[src/rtl/ultrasonic_sensor_ascii_converter_pkg.sv]
// Shared constants for the ASCII-to-integer decoder: character codes,
// FSM state encodings and default parameter values.
package ultrasonic_sensor_ascii_converter_pkg;

  localparam int value_width_default_p = 9;
  localparam int max_digits_default_p  = 3;

  localparam logic [7:0] ascii_zero_p = 8'h30;
  localparam logic [7:0] ascii_nine_p = 8'h39;
  localparam logic [7:0] ascii_cr_p   = 8'h0D;
  localparam logic [7:0] ascii_lf_p   = 8'h0A;

  localparam logic [1:0] fsm_idle_p    = 2'd0;
  localparam logic [1:0] fsm_mul_p     = 2'd1;
  localparam logic [1:0] fsm_add_p     = 2'd2;
  localparam logic [1:0] fsm_discard_p = 2'd3;

  typedef enum logic [1:0] {
    st_idle    = fsm_idle_p,
    st_mul     = fsm_mul_p,
    st_add     = fsm_add_p,
    st_discard = fsm_discard_p
  } fsm_state_e;

endpackage

[src/rtl/ultrasonic_sensor_ascii_converter_classifier.sv]
// Combinational character classifier: splits an ASCII byte into
// digit / terminator flags and the binary digit value.
module ascii_char_classifier
  import ultrasonic_sensor_ascii_converter_pkg::*;
(
  input  logic [7:0] data,
  output logic       is_digit,
  output logic       is_term,
  output logic [3:0] digit
);

  // Digit codes 0x30..0x39 carry their value in the low nibble.
  always_comb begin
    is_digit = (data >= ascii_zero_p) && (data <= ascii_nine_p);
    is_term  = (data == ascii_cr_p) || (data == ascii_lf_p);
    digit    = data[3:0];
  end

endmodule

[src/rtl/ultrasonic_sensor_ascii_converter.sv]
// ASCII decimal string to binary integer decoder. Each digit is folded in
// over three cycles (accept, multiply-by-ten via shift-add, add digit), so
// no multiplier or divider is needed.
module ultrasonic_sensor_ascii_converter
  import ultrasonic_sensor_ascii_converter_pkg::*;
#(
  parameter int value_width_p = value_width_default_p,
  parameter int max_digits_p  = max_digits_default_p
) (
  input  logic                     Clk_i,
  input  logic                     Reset_i,
  input  logic [7:0]               Data_i,
  input  logic                     Data_Available_i,
  output logic                     Ready_o,
  output logic [value_width_p-1:0] Value_o,
  output logic                     Value_Available_o,
  output logic                     Error_o
);

  localparam int ext_w = value_width_p + 4;
  localparam int cnt_w = $clog2(max_digits_p + 1);

  // acc * 10 as (acc << 3) + (acc << 1), widened so it cannot wrap.
  function automatic logic [ext_w-1:0] times_ten(input logic [value_width_p-1:0] a);
    logic [ext_w-1:0] e;
    e = ext_w'(a);
    return (e << 3) + (e << 1);
  endfunction

  // True when the widened sum no longer fits in the result width.
  function automatic logic exceeds_range(input logic [ext_w-1:0] v);
    return |v[ext_w-1:value_width_p];
  endfunction

  fsm_state_e               state_q, state_d;
  logic [value_width_p-1:0] acc_q, acc_d;
  logic [cnt_w-1:0]         count_q, count_d;
  logic [3:0]               digit_p0, digit_p0_d;
  logic [ext_w-1:0]         acc_ext_p1, acc_ext_p1_d;
  logic [value_width_p-1:0] value_q, value_d;
  logic                     value_vld_q, value_vld_d;
  logic                     error_q, error_d;

  logic                     ready;
  logic                     accept;
  logic                     is_digit, is_term;
  logic [3:0]               char_digit;
  logic [ext_w-1:0]         sum;

  ascii_char_classifier u_classifier (
    .data     (Data_i),
    .is_digit (is_digit),
    .is_term  (is_term),
    .digit    (char_digit)
  );

  assign ready  = (state_q == st_idle) || (state_q == st_discard);
  assign accept = Data_Available_i && ready;
  assign sum    = acc_ext_p1 + ext_w'(digit_p0);

  // Next-state, datapath and output-pulse decode.
  always_comb begin
    state_d      = state_q;
    acc_d        = acc_q;
    count_d      = count_q;
    digit_p0_d   = digit_p0;
    acc_ext_p1_d = acc_ext_p1;
    value_d      = value_q;
    value_vld_d  = 1'b0;
    error_d      = 1'b0;

    // A strobe while busy is dropped; the number in progress carries on.
    if (Data_Available_i && !ready) begin
      error_d = 1'b1;
    end

    case (state_q)
      // Stage 0: accept a character.
      st_idle: begin
        if (accept) begin
          if (is_digit) begin
            if (count_q == cnt_w'(max_digits_p)) begin
              error_d = 1'b1;
              state_d = st_discard;
            end else begin
              digit_p0_d = char_digit;
              count_d    = count_q + cnt_w'(1);
              state_d    = st_mul;
            end
          end else if (is_term) begin
            // An empty number (e.g. the LF of a CR+LF pair) is ignored.
            if (count_q != '0) begin
              value_d     = acc_q;
              value_vld_d = 1'b1;
              acc_d       = '0;
              count_d     = '0;
            end
          end else begin
            error_d = 1'b1;
            state_d = st_discard;
          end
        end
      end
      // Stage 1: scale the running value by ten.
      st_mul: begin
        acc_ext_p1_d = times_ten(acc_q);
        state_d      = st_add;
      end
      // Stage 2: fold in the digit and range-check.
      st_add: begin
        if (exceeds_range(sum)) begin
          error_d = 1'b1;
          state_d = st_discard;
        end else begin
          acc_d   = sum[value_width_p-1:0];
          state_d = st_idle;
        end
      end
      st_discard: begin
        if (accept && is_term) begin
          acc_d   = '0;
          count_d = '0;
          state_d = st_idle;
        end
      end
      default: state_d = st_idle;
    endcase
  end

  // State, accumulator and registered outputs.
  always_ff @(posedge Clk_i or negedge Reset_i) begin
    if (!Reset_i) begin
      state_q     <= st_idle;
      acc_q       <= '0;
      count_q     <= '0;
      digit_p0    <= '0;
      acc_ext_p1  <= '0;
      value_q     <= '0;
      value_vld_q <= 1'b0;
      error_q     <= 1'b0;
    end else begin
      state_q     <= state_d;
      acc_q       <= acc_d;
      count_q     <= count_d;
      digit_p0    <= digit_p0_d;
      acc_ext_p1  <= acc_ext_p1_d;
      value_q     <= value_d;
      value_vld_q <= value_vld_d;
      error_q     <= error_d;
    end
  end

  assign Ready_o           = ready;
  assign Value_o           = value_q;
  assign Value_Available_o = value_vld_q;
  assign Error_o           = error_q;

endmodule

[config.mk]
export PLATFORM = sky130hd
export DESIGN_NAME = ultrasonic_sensor_ascii_converter
export DESIGN_NICKNAME = d
export VERILOG_FILES = /design/src/rtl/ultrasonic_sensor_ascii_converter_pkg.sv /design/src/rtl/ultrasonic_sensor_ascii_converter_classifier.sv /design/src/rtl/ultrasonic_sensor_ascii_converter.sv
export SDC_FILE = /design/constraint.sdc
export NUM_CORES = 1
export LEC_CHECK = 0
export BUFFER_PORTS_ARGS = -buffer_cell sky130_fd_sc_hd__buf_2
export CAP_MARGIN = 20
export CORE_MARGIN = 8
export CORE_UTILIZATION = 29
export DETAILED_ROUTE_END_ITERATION = 10
export SYNTH_ARGS = -nofsm -noshare
export SYNTH_HDL_FRONTEND = slang
export SYNTH_SLANG_ARGS = --single-unit
[constraint.sdc]
create_clock -name Clk_i -period 2.4 [get_ports Clk_i]
set_input_delay 0.24 -clock Clk_i [delete_from_list [all_inputs] [get_ports Clk_i]]
set_output_delay 0.24 -clock Clk_i [all_outputs]
set_load 0.1 [all_outputs]
==> impl_results.md <==
- Worst reg2reg setup slack: 100 ps
- Final-report hold violation count: 0
- Final setup violating endpoints: 0
- Synthesized area per cell: approximately 11 sq um
- GRT Total Usage: 0.0908
- Beginning of the critical path: acc_ext_p1[1]
- Wire length of the first global-routing pass: slightly above 8 mm
- Area growth syn-to-layout: 20.4%
- Commonest register cell after synthesis: sky130_fd_sc_hd__dfrtp_1
- Master cell of the clock root buffer: sky130_fd_sc_hd__clkbuf_8
- I/O pin count: 23
- Setup clock skew after layout: 11.2 ps
- Final weighted congestion in routability-driven placement: 0.784
- Power density over cell area: 1130 nW/um^2
- Antenna violations before repair: 0
- Initial DRT Pass Iterations: 4
- Quantity of hold-fixing buffers added after cts: 0
- Total clock buffers created by CTS: 5
- List of cells traversed by the critical path: ha_1 > inv_1 > fa_1 > nand2b_4 > a211oi_2 > mux2i_1 > a21boi_2 > buf_4 > o31ai_2 > nand2_1
- CTS tree: done
- Worst-Margin Slew: slightly above 900 ps
- Vias in the first global route: 1,679
- CP max stage delay: 400 ps
- Fraction of the yosys area taken by sequential cells: 0.430
- Slowest stage cell on the critical path: sky130_fd_sc_hd__fa_1
- Largest voltage drop on the vdd net: 0.482 mV
- DIE WIDTH: 106 microns
- Commonest cells post-synth: sky130_fd_sc_hd__dfrtp_1 (40), sky130_fd_sc_hd__inv_1 (21), sky130_fd_sc_hd__ha_1 (16), sky130_fd_sc_hd__mux2_2 (16), sky130_fd_sc_hd__nand2_1 (16)
- Maximum Capacitance Violations: 0
- Number of synthesized register bits: 40
- Final antenna diode count: 0
- Number of cells produced by synthesis: about 210
- Number of sinks on the clock net: 40
- Area of the mapped netlist: 2330 sq um
- Cells taking the most area after synthesis: sky130_fd_sc_hd__dfrtp_1 (43%), sky130_fd_sc_hd__ha_1 (8.6%), sky130_fd_sc_hd__mux2_2 (7.7%)
- Worst setup slack after placement: -121 ps
- DR iter-0 viols: 45
- Cell with the most instances after synthesis: sky130_fd_sc_hd__dfrtp_1
- Remaining max-slew budget at the tightest pin: 0.380
- Share of synthesized registers carrying an async set or reset: 1.00
- Arrival @ worst endpoint: 2490 ps
- Area share of the leading cell type in the synthesized netlist: 0.430
- Remaining antenna violation count: 0
- Required time at the endpoint of the critical path: approximately 2600 ps
- Kind of launch point of the worst setup path: flop
- Final HPWL DP: about 3.5 mm
- Post-detailed-route via-to-cell ratio: between 4 and 5
- Row Count: 32
- F_max: 0.436 GHz
- Post-synth EDFFs: 0
- Endpoint type of the worst setup path: flop
- Cell variety after synth: 47
- NumNets Final: ~280
- Clock-pin transition on the worst setup and hold timing paths: approximately 90 ps
- Crit Path Class: flop to flop
- Starting Density: 0.300
- FF-to-FF Start: acc_ext_p1[1]
- Core box area: 7770 sq um
- Vertical die dimension: 106 microns
- Power share of the sequential group: 0.330
- Maximum level of the CTS H-tree: 2
- Crit share post-route: 0.957
- Fill cell total of the finished layout: 801
- Time the worst path needs with I/O delays and setup: around 2300 ps
- Switching power: between 0.001 and 0.0015 W
- Result of the run: finished, final reports clean
- Maximum number of pins on one net before global-route repair: 41
- Library cell occupying the most area in the post-synthesis netlist: sky130_fd_sc_hd__dfrtp_1
- Power share of the clock group: 0.177
- Worst Slack Setup Final: approximately 100 ps
- Worst reg2reg path depth: 10
- Total internal power: ~0.0018 W
- Static leakage: 1.29 nW
- Overflow after GRT: 0
- Vias: 1,711
- Post-Syn Nets: 243
- Routed WL: 5.12 mm
- Wire length per cell: 14.6 microns
- Switching part of the total power: 0.438
- Layout cell share with drive strength beyond 1: 0.317
- Number of buffers on the longest clock path: 2
- CP Max Fanout: 3
- Final Instance Area: 2800 sq um
- Clock Latency Late Sink: 300 ps
- PortBufs: 22
- Max-slew violation total from the final report: 0
- Synthesis warning total: 0
- DRC: 0
- Area of the die: between 10,000 and 15,000 sq um
- Placed standard-cell area: 2590 sq um
- Min-Delay Path Class: input port to async pin
- Combinational group share of total power: 0.493
-- placed cells by master, fill, tap and decap left out, drive strengths merged, types with 3 or more instances in the layout --
master / netlist / final
o21ai: 11 / 11
ha: 16 / 16
nand4: 5 / 6
nor4: 3 / 3
a211oi: 3 / 3
mux2i: 4 / 4
a21oi: 6 / 6
clkbuf: 3 / 5
xnor2: 7 / 7
mux2: 16 / 16
o2bb2ai: 10 / 10
nor2: 9 / 9
buf: 1 / 30
a21o: 4 / 4
inv: 21 / 21
nand2b: 3 / 3
dfrtp: 40 / 40
nand2: 16 / 16
nor3: 5 / 5
xor2: 5 / 5
-- logic make-up (layout without fill, tap and decap cells) --
group | Yosys count | after routing | share of synthesized area
DFF | 40 | 40 | 0.430
adders and majority gates | 18 | 18 | 0.103
and+or+nand+nor | 52 | 53 | 0.128
muxes | 20 | 20 | 0.0946
xor gates and xnor gates | 12 | 12 | 0.0452
buffers and inverters | 25 | 59 | 0.0436
AOI/OAI and AO/OA | 47 | 47 | 0.155
-- per-stage QoR --
stage                      util  power, W  setup TNS [ps]  hold slack [ps]  std cells
after floorplan               -   0.00212               0            -55.6        214
after global placement    0.333   0.00241            -142              428        340
after detailed placement  0.333   0.00242            -990              441        340
after CTS                 0.351   0.00304               0              105        349
after global routing      0.361   0.00338           -10.3              158        351
final                     0.361   0.00317               0             77.1        351
-- power groups by stage --
stage	Sequential, W	Combinational [W]	Clock, W
global placement	0.00104	0.00136	0
CTS	0.00104	0.00143	0.000576
finish	0.00104	0.00156	0.000562
global route	0.00107	0.00170	0.000599
floorplan	0.00104	0.00107	0
detailed placement	0.00105	0.00137	0
-- routing by layer --
layer	global-route usage	share of wire	vias up
met3	0.0201	0.022	9
met2	0.150	0.48	23
met4	0.0302	0.016	0
met5	0	0	-
li1	-	-	835
met1	0.114	0.48	844
-- path summary, 6_finish.rpt --
| check | to |
|---|---|
| hold reg to reg | Value_o[4] |
| max in group asynchronous | acc_ext_p1[9] |
| min in group Clk_i | Error_o |
| setup reg to reg | state_q[1] |
| hold / removal | digit_p0[0] |
| setup / recovery | state_q[1] |
-- cell type report --
class,count,area [sq um],area share
clock inverters,3,42.5,0.0152
flip-flops and latches,40,1000,0.357
repair buffers,30,170,0.0607
inverters,21,78.8,0.0281
clock buffers,5,68.8,0.0246
multi-input cells,150,1310,0.469
well taps,102,128,0.0456
-- worst max-delay path, delay by kind of cell, from the launching register on --
family	cells	cell delay (ps)
buffers and inverters	2	210
AO/OA/AOI/OAI	3	520
adder cells (fa/ha/maj)	2	570
AND/OR/NAND/NOR	2	240
flip-flops	1	350
multiplexers	1	310
-- registers in the layout (all words and copies together), names as in the netlist --
signal             flops
Value_Available_o      1
acc_q                  9
count_q                2
state_q                2
Error_o                1
Value_o                9
acc_ext_p1            12
digit_p0               4
-- repair_timing --
| item | in CTS | in global routing |
|---|---|---|
| setup buffers | 1 | 1 |
| gates resized for setup | 3 | 12 |
| cloned | 0 | 1 |
| setup endpoints to repair | 10 | 13 |
| pin swaps | 0 | 6 |
Power figures use the tool's default switching activity.
